File: src/rtl/fill_drain_if.sv
// Fill-drain port bundle: Fill FIFO read port plus the AXI4 AW/W/B write channels.
// master = the fill_drain block, slave = the FIFO/DRAM side.
interface fill_drain_if #(
    parameter int ADDR_WIDTH = 32,
    parameter int DATA_WIDTH = 64,
    parameter int ID_WIDTH   = 4
);
    logic                             fill_fifo_empty_i;
    logic                             fill_fifo_rden_o;
    logic [ADDR_WIDTH+DATA_WIDTH-1:0] fill_fifo_data_i;

    logic [ID_WIDTH-1:0]     awid_o;
    logic [ADDR_WIDTH-1:0]   awaddr_o;
    logic [7:0]              awlen_o;
    logic [2:0]              awsize_o;
    logic [1:0]              awburst_o;
    logic                    awvalid_o;
    logic                    awready_i;

    logic [DATA_WIDTH-1:0]   wdata_o;
    logic [DATA_WIDTH/8-1:0] wstrb_o;
    logic                    wlast_o;
    logic                    wvalid_o;
    logic                    wready_i;

    logic [ID_WIDTH-1:0]     bid_i;
    logic [1:0]              bresp_i;
    logic                    bvalid_i;
    logic                    bready_o;

    logic                    busy_o;
    logic                    err_o;

    modport master (
        input  fill_fifo_empty_i, fill_fifo_data_i, awready_i, wready_i,
               bid_i, bresp_i, bvalid_i,
        output fill_fifo_rden_o, awid_o, awaddr_o, awlen_o, awsize_o, awburst_o,
               awvalid_o, wdata_o, wstrb_o, wlast_o, wvalid_o, bready_o,
               busy_o, err_o
    );

    modport slave (
        output fill_fifo_empty_i, fill_fifo_data_i, awready_i, wready_i,
               bid_i, bresp_i, bvalid_i,
        input  fill_fifo_rden_o, awid_o, awaddr_o, awlen_o, awsize_o, awburst_o,
               awvalid_o, wdata_o, wstrb_o, wlast_o, wvalid_o, bready_o,
               busy_o, err_o
    );
endinterface

File: src/rtl/fill_drain.sv
// fill_drain: pops one {address, line} entry from the Fill FIFO and issues it as a
// single-beat AXI4 write, one write outstanding. Define FILL_DRAIN_BRESP_CHK_EN to flag bad BRESP/BID.
`ifndef AXI_ADDR_WIDTH
`define AXI_ADDR_WIDTH 32
`endif
`ifndef AXI_DATA_WIDTH
`define AXI_DATA_WIDTH 64
`endif
`ifndef AXI_ID_WIDTH
`define AXI_ID_WIDTH 4
`endif
`ifndef AXI_ID
`define AXI_ID 0
`endif

module fill_drain #(
    parameter int                  ADDR_WIDTH = `AXI_ADDR_WIDTH,
    parameter int                  DATA_WIDTH = `AXI_DATA_WIDTH,
    parameter int                  ID_WIDTH   = `AXI_ID_WIDTH,
    parameter logic [ID_WIDTH-1:0] ID         = `AXI_ID
) (
    input  logic         clk,
    input  logic         rst,
    fill_drain_if.master bus
);
    typedef enum logic [2:0] {S_IDLE, S_POP, S_LOAD, S_REQ, S_RESP} state_t;

    state_t                state;
    state_t                next_state;
    logic                  aw_done;
    logic                  w_done;
    logic [ADDR_WIDTH-1:0] addr_q;
    logic [DATA_WIDTH-1:0] line_q;
    logic                  aw_hs;
    logic                  w_hs;
    logic                  b_hs;

    assign aw_hs = bus.awvalid_o & bus.awready_i;
    assign w_hs  = bus.wvalid_o  & bus.wready_i;
    assign b_hs  = bus.bvalid_i  & bus.bready_o;

    // NOTE: sequential state uses non-blocking assignments so every flop samples pre-edge values.
    always_ff @(posedge clk or posedge rst) begin
        if (rst) state <= S_IDLE;
        else     state <= next_state;
    end

    // NOTE: every always_comb output gets a default first so no path can infer a latch.
    always_comb begin
        next_state = state;
        unique case (state)
            S_IDLE:  if (!bus.fill_fifo_empty_i) next_state = S_POP;
            S_POP:   next_state = S_LOAD;
            S_LOAD:  next_state = S_REQ;
            S_REQ:   if ((aw_done || aw_hs) && (w_done || w_hs)) next_state = S_RESP;
            S_RESP:  if (b_hs) next_state = S_IDLE;
            default: next_state = S_IDLE;
        endcase
    end

    always_comb begin
        bus.fill_fifo_rden_o = 1'b0;
        bus.awvalid_o        = 1'b0;
        bus.wvalid_o         = 1'b0;
        bus.bready_o         = 1'b0;
        bus.busy_o           = (state != S_IDLE);
        unique case (state)
            S_POP:  bus.fill_fifo_rden_o = 1'b1;
            S_REQ: begin
                bus.awvalid_o = !aw_done;
                bus.wvalid_o  = !w_done;
            end
            S_RESP: bus.bready_o = 1'b1;
            default: ;
        endcase
    end

    // AW and W complete independently; each flag retires its own valid.
    always_ff @(posedge clk or posedge rst) begin
        if (rst) begin
            aw_done <= 1'b0;
            w_done  <= 1'b0;
        end else if (state == S_REQ) begin
            if (aw_hs) aw_done <= 1'b1;
            if (w_hs)  w_done  <= 1'b1;
        end else begin
            aw_done <= 1'b0;
            w_done  <= 1'b0;
        end
    end

    // FIFO read data is valid in S_LOAD (one-cycle read latency).
    always_ff @(posedge clk or posedge rst) begin
        if (rst) begin
            addr_q <= '0;
            line_q <= '0;
        end else if (state == S_LOAD) begin
            addr_q <= bus.fill_fifo_data_i[ADDR_WIDTH+DATA_WIDTH-1:DATA_WIDTH];
            line_q <= bus.fill_fifo_data_i[DATA_WIDTH-1:0];
        end
    end

    assign bus.awid_o    = ID;
    assign bus.awaddr_o  = addr_q;
    assign bus.awlen_o   = 8'd0;
    assign bus.awsize_o  = 3'($clog2(DATA_WIDTH / 8));
    assign bus.awburst_o = 2'b01;
    assign bus.wdata_o   = line_q;
    assign bus.wstrb_o   = '1;
    assign bus.wlast_o   = 1'b1;

`ifdef FILL_DRAIN_BRESP_CHK_EN
    logic       err_q;
    logic [7:0] err_cnt;
    logic       bad_b;

    assign bad_b = b_hs && ((bus.bresp_i != 2'b00) || (bus.bid_i != ID));

    always_ff @(posedge clk or posedge rst) begin
        if (rst) begin
            err_q   <= 1'b0;
            err_cnt <= 8'd0;
        end else if (bad_b) begin
            err_q <= 1'b1;
            if (err_cnt != 8'hFF) err_cnt <= err_cnt + 8'd1;
        end
    end

    assign bus.err_o = err_q;
`else
    logic unused_b;
    assign unused_b  = ^{bus.bid_i, bus.bresp_i};
    assign bus.err_o = 1'b0;
`endif
endmodule

File: src/flat_wrapper.sv
// flat-port wrapper written by rule: the top's interface ports become plain ports
module fill_drain_flat 
#(
    parameter int                  ADDR_WIDTH = `AXI_ADDR_WIDTH,
    parameter int                  DATA_WIDTH = `AXI_DATA_WIDTH,
    parameter int                  ID_WIDTH   = `AXI_ID_WIDTH,
    parameter logic [ID_WIDTH-1:0] ID         = `AXI_ID
)
  (clk, rst, bus_fill_fifo_empty_i, bus_fill_fifo_data_i, bus_awready_i, bus_wready_i, bus_bid_i, bus_bresp_i, bus_bvalid_i, bus_fill_fifo_rden_o, bus_awid_o, bus_awaddr_o, bus_awlen_o, bus_awsize_o, bus_awburst_o, bus_awvalid_o, bus_wdata_o, bus_wstrb_o, bus_wlast_o, bus_wvalid_o, bus_bready_o, bus_busy_o, bus_err_o);
  fill_drain_if #(.ADDR_WIDTH(ADDR_WIDTH), .DATA_WIDTH(DATA_WIDTH), .ID_WIDTH(ID_WIDTH)) bus_i ();
  input  logic clk;
  input  logic rst;
  input wire logic [$bits(bus_i.fill_fifo_empty_i)-1:0] bus_fill_fifo_empty_i;
  input wire logic [$bits(bus_i.fill_fifo_data_i)-1:0] bus_fill_fifo_data_i;
  input wire logic [$bits(bus_i.awready_i)-1:0] bus_awready_i;
  input wire logic [$bits(bus_i.wready_i)-1:0] bus_wready_i;
  input wire logic [$bits(bus_i.bid_i)-1:0] bus_bid_i;
  input wire logic [$bits(bus_i.bresp_i)-1:0] bus_bresp_i;
  input wire logic [$bits(bus_i.bvalid_i)-1:0] bus_bvalid_i;
  output wire logic [$bits(bus_i.fill_fifo_rden_o)-1:0] bus_fill_fifo_rden_o;
  output wire logic [$bits(bus_i.awid_o)-1:0] bus_awid_o;
  output wire logic [$bits(bus_i.awaddr_o)-1:0] bus_awaddr_o;
  output wire logic [$bits(bus_i.awlen_o)-1:0] bus_awlen_o;
  output wire logic [$bits(bus_i.awsize_o)-1:0] bus_awsize_o;
  output wire logic [$bits(bus_i.awburst_o)-1:0] bus_awburst_o;
  output wire logic [$bits(bus_i.awvalid_o)-1:0] bus_awvalid_o;
  output wire logic [$bits(bus_i.wdata_o)-1:0] bus_wdata_o;
  output wire logic [$bits(bus_i.wstrb_o)-1:0] bus_wstrb_o;
  output wire logic [$bits(bus_i.wlast_o)-1:0] bus_wlast_o;
  output wire logic [$bits(bus_i.wvalid_o)-1:0] bus_wvalid_o;
  output wire logic [$bits(bus_i.bready_o)-1:0] bus_bready_o;
  output wire logic [$bits(bus_i.busy_o)-1:0] bus_busy_o;
  output wire logic [$bits(bus_i.err_o)-1:0] bus_err_o;
  assign bus_i.fill_fifo_empty_i = bus_fill_fifo_empty_i;
  assign bus_i.fill_fifo_data_i = bus_fill_fifo_data_i;
  assign bus_i.awready_i = bus_awready_i;
  assign bus_i.wready_i = bus_wready_i;
  assign bus_i.bid_i = bus_bid_i;
  assign bus_i.bresp_i = bus_bresp_i;
  assign bus_i.bvalid_i = bus_bvalid_i;
  assign bus_fill_fifo_rden_o = bus_i.fill_fifo_rden_o;
  assign bus_awid_o = bus_i.awid_o;
  assign bus_awaddr_o = bus_i.awaddr_o;
  assign bus_awlen_o = bus_i.awlen_o;
  assign bus_awsize_o = bus_i.awsize_o;
  assign bus_awburst_o = bus_i.awburst_o;
  assign bus_awvalid_o = bus_i.awvalid_o;
  assign bus_wdata_o = bus_i.wdata_o;
  assign bus_wstrb_o = bus_i.wstrb_o;
  assign bus_wlast_o = bus_i.wlast_o;
  assign bus_wvalid_o = bus_i.wvalid_o;
  assign bus_bready_o = bus_i.bready_o;
  assign bus_busy_o = bus_i.busy_o;
  assign bus_err_o = bus_i.err_o;
  fill_drain #(.ADDR_WIDTH(ADDR_WIDTH), .DATA_WIDTH(DATA_WIDTH), .ID_WIDTH(ID_WIDTH), .ID(ID)) u_core (.clk(clk), .rst(rst), .bus(bus_i));
endmodule
File: config.mk
export PLATFORM = sky130hd
export DESIGN_NAME = fill_drain_flat
export DESIGN_NICKNAME = d
export VERILOG_FILES = /design/src/rtl/fill_drain_if.sv /design/src/rtl/fill_drain.sv /design/src/flat_wrapper.sv
export SDC_FILE = /design/constraint.sdc
export NUM_CORES = 1
export LEC_CHECK = 0
export CELL_PAD_IN_SITES_DETAIL_PLACEMENT = 2
export CELL_PAD_IN_SITES_GLOBAL_PLACEMENT = 2
export CORE_MARGIN = 4
export CORE_UTILIZATION = 25
export CTS_CLUSTER_SIZE = 14
export DETAILED_ROUTE_END_ITERATION = 10
export PLACE_DENSITY_LB_ADDON = 0.1
export REMOVE_ABC_BUFFERS = 1
export SLEW_MARGIN = 20
export SYNTH_ARGS = -nofsm -noshare
export SYNTH_HDL_FRONTEND = slang
export SYNTH_SLANG_ARGS = --single-unit
File: constraint.sdc
create_clock -name clk -period 5.9 [get_ports clk]
set_input_delay 0.885 -clock clk [delete_from_list [all_inputs] [get_ports clk]]
set_output_delay 0.885 -clock clk [all_outputs]
set_load 0.01 [all_outputs]
* Word-level counts from Yosys, hierarchy flattened
Index checks and enable logic that the tools add are counted.
Widths: inputs -> output; s select.
** Operators by class
- Muxes and demuxes :: 12
- Reductions and logical operators :: 8
- Equality and inequality tests :: 9
- Bitwise logic cells :: 3
** Operator list (count)
- $pmux 3 s5 :: 1
- $mux 3 :: 3
- $mux 1 :: 8
- $ne 2x1->1 const B :: 4
- $eq 3x2->1 const B :: 2
- $and 1x1->1 :: 3
- $eq 3x1->1 const B :: 1
- $eq 3x3->1 const B :: 1
- $logic_not 3->1 :: 1
- $reduce_and 3->1 :: 1
- $reduce_bool 3->1 :: 1
- $logic_not 1->1 :: 2
- $logic_or 1x1->1 :: 2
- $ne 2x2->1 const B :: 1
- $logic_and 1x1->1 :: 1
** Word-level totals
- Register bits after elaboration :: 101
- Word-level logic and storage cells :: 37
- Output and inout port bits :: 128
- Bits of input ports :: 108

* Logic depth before layout (Yosys ltp)
- Depth after elaboration :: 7
- Mapped depth :: 5
- Gate-level depth less buffers :: 2

* Worst setup path after synthesis
Ideal clock, no wire load.
- Path kind :: register -> output
- From :: reg u_core.state[2]
- To :: out bus_awvalid_o
- Data arrival time :: 0.940 ns
- Path buffers :: 1
- Path slack :: 4.075 ns
- Cell stages (with the launch flop) :: 4
- Data required time :: 5.015 ns
- Path through :: dfrtp_1 clkbuf_1 nand3b_1 nor2_1
** Between the ends
- Word-level cells in the longest chain between the ends :: 2
** RTL lines
- start: declaration :: RTL line fill_drain.sv:28 : state_t state;
- start signal: assignment :: RTL line fill_drain.sv:45 : else state <= next_state;
- $eq 3x2->1 :: RTL line fill_drain.sv:67 : unique case (state)
- $mux 1 :: RTL line fill_drain.sv:67
- end: declaration :: RTL line flat_wrapper.sv:26 : output wire logic [$bits(bus_i.awvalid_o)-1:0] bus_awvalid_o;
Every way passes these cells.

* Final worst setup path
- From :: reg u_core.state[2]
- To :: out bus_wvalid_o
** Between the ends
- Word-level cells in the longest chain between the ends :: 2
** RTL lines
- $eq 3x2->1 :: RTL line fill_drain.sv:67
- $mux 1 :: RTL line fill_drain.sv:67
- end: declaration :: RTL line flat_wrapper.sv:30 : output wire logic [$bits(bus_i.wvalid_o)-1:0] bus_wvalid_o;
Every way passes these cells.

==> summary.txt <==
Status
  • Status: completed

Synthesis
  • Share of flip-flops with an asynchronous set or reset: 1.00
  • Main combinational cell family by area after synthesis: multiplexers
  • Ys Warns: 0
  • Yosys reg bits: 101
  • Synth top cells by count: dfrtp_1, mux2_2, mux2_1, buf_4, nor2_1
  • Post-Synth XOR/XNOR Area: 0
  • Mux contribution to synthesized area: 0.266
  • Post-synth top area share: 0.622
  • Top-count cell post-synth: dfrtp_1
  • Main synth FF type: dfrtp_1
  • Synth cell types: 22
  • Synth Area in Simple Gates: 0.0228
  • Compound-cell area share of the yosys netlist: 0.00955
  • Post-synth top area cell: dfrtp_1
  • Syn Area/Cell: 15.7 µm²
  • Adder-cell area share of the yosys netlist: 0
  • Seq/Total Area, Yosys: 0.622
  • Area of the mapped netlist: 0.00406 mm²
  • EDFF count, synth: 0
  • Largest cells by area after synthesis: dfrtp_1, mux2_2, mux2_1
  • Gate Count Post-Synth: 259

Clock tree
  • Hold_buf cts: 0
  • Clock buffer count from CTS: 9
  • Clock tree from TritonCTS: built
  • CTS H-tree depth: 3
  • Setup bufs post-CTS: 0
  • PostCTS Resize Cnt: 0
  • Clock Path Buffers: 2
  • Root cell of the clock tree: clkbuf_16
  • Reg clk slew, reported paths: 70 ps
  • Worst skew pair latency: 340 ps
  • Clock sink count: 101

Critical path
  • Max FO, Critical Path: 9
  • Worst reg2reg endpoint: u_core.bus.awaddr_o[18]
  • Setup crit end kind: primary output
  • R2R depth: 3
  • Startpoint types: flop
  • Worst r2r src: u_core.state[1]
  • CP Data Arrival Time: 1840 ps
  • Flop2flop setup slack: 3910 ps
  • Kind of critical path: flop to primary output
  • CP required: 5020 ps
  • Origin of the worst setup path: u_core.state[2]

Final layout
  • ANT cells: 0
  • Fin nets: 568
  • Util after Layout: 0.405
  • Synthesis-to-layout area growth: 58.6%
  • Layout cells sized above 1: 0.162

STA
  • Max Freq: 368 MHz
  • Final Hold Vio Count: 0
  • Worst Tran Pin Value: 756 ps
  • Max-slew violations: 0
  • # setup viols final: 0
  • Slew HR: 0.496
  • Post-layout minimum cycle time: 2720 ps
  • RSZ-0062 raised after global routing: no
  • Setup TNS: 0 ps
  • Clock Skew: 4.95 ps
  • Final worst path period share: 0.461

Min path
  • Min-Delay Endpoint: u_core.bus.awaddr_o[20]
  • Min-delay src: u_core.bus.awaddr_o[20]
  • Worst hold path type: flop to flop
  • Hold Path Stages: 1

Global routing
  • GRT overflow: 0
  • Pin count of the biggest net entering global routing: 58
  • Total track usage: 0.130
  • First-pass GRT wire length: 18.3 mm
  • Vias in the first global route: 3150
  • Initial antenna violation count: 0

Die
  • Die Y: 135 µm
  • Total core area: 0.0159 mm²
  • Core Rows: 46
  • Ports: 236
  • Chip width: 135 µm
  • Initial Utilization: 0.256
  • Die Area: 0.0183 mm²

Drt
  • Post-detailed-route count of antenna-violating nets: 0
  • Drt wl/cell: 17.4 µm
  • Vias: 2802
  • Vias per cell: 4.12
  • DR DRC count: 0
  • Drt initial violations: 45
  • Routed wire length: 11.8 mm
  • Detailed-router iteration count before antenna repair: 4

Pwr
  • Static leakage: 2.64 nW
  • Tot Pwr: 0.00355 W
  • PwrDens: 551 mW/mm²
  • Worst VDD drop: 186 µV

Place
  • Final HPWL DP: 9.01 mm
  • Port Buf Inserts: 202
  • Gpl congestion: 0.680

Run
  • Number of max-cap violations: 0
==> area by class of cell <==
cell class / instances / area (µm²)
clock inverter: 1 / 5.00
timing repair buffer: 205 / 2040
sequential: 101 / 2530
clock buffer: 14 / 274
fill: 1632 / 9440
multi-input combinational: 142 / 1310
inverter: 1 / 6.26
tap: 216 / 270
==> placed cells by master (no fill, tap or decap), types with 2 or more instances in the layout <==
cell type,Yosys,routed
nor3b_1,2,2
clkbuf_16,0,9
mux2_2,56,56
clkbuf_8,0,3
clkbuf_1,1,2
nor2_1,6,6
buf_4,32,3
dfrtp_1,101,101
clkdlybuf4s50_1,0,202
conb_1,2,27
mux2_1,40,40
==> logic make-up after synthesis <==
| group | after synthesis |
|---|---|
| flops | 101 |
| buf+inv | 41 |
| mux | 96 |
| other cells | 2 |
| compound gates | 5 |
| simple gates | 14 |
==> registers in the layout, indices dropped and copies added, names as in the netlist <==
name and flops:
u_core.bus.wdata_o 64, u_core.bus.awaddr_o 32, u_core.state 3, u_core.aw_done 1, u_core.w_done 1
==> power by group <==
| group | leakage, nW | internal [W] | switching [W] |
|---|---|---|---|
| Combinational | 1.31 | 0.00106 | 0.000674 |
| Sequential | 1.19 | 0.00106 | 0.000190 |
| Clock | 0.139 | 0.000319 | 0.000251 |
| Total | 2.64 | 0.00243 | 0.00112 |
==> worst max-delay path, cell delays in order (launching register included) <==
cell and delay, ps:
dfrtp_1 480, nand3b_1 300, nor2_1 160, clkdlybuf4s50_1 550
==> per-layer routing <==
metal | global-route usage | wire, µm | up-vias
met3 | 0.0479 | 1020 | 15
met1 | 0.156 | 4630 | 1423
met4 | 0.0538 | 244 | 0
met2 | 0.210 | 5920 | 130
met5 | 0 | 0 | -
li1 | - | - | 1234
==> how the worst max path moves through the flow <==
stage,to,slack [ps],cells past startpoint
CTS,bus_wvalid_o,3160,3
finish,bus_wvalid_o,3180,3
global route,bus_wvalid_o,3040,3
detailed placement,u_core.bus.wdata_o[51],3250,3
floorplan,u_core.bus.awaddr_o[0],2360,2
global placement,u_core.bus.wdata_o[7],3260,3
==> metrics by stage <==
stage | instance area (µm²) | instances | setup slack [ps] | hold WS [ps]
final | 6440 | 680 | 3180 | 483
after global routing | 6440 | 680 | 3040 | 504
after CTS | 6440 | 680 | 3160 | 493
after detailed placement | 6160 | 665 | 3250 | 477
after global placement | 6160 | 665 | 3260 | 466
after floorplan | 3840 | 244 | 2360 | 498
(Power assumes the default switching activity.)
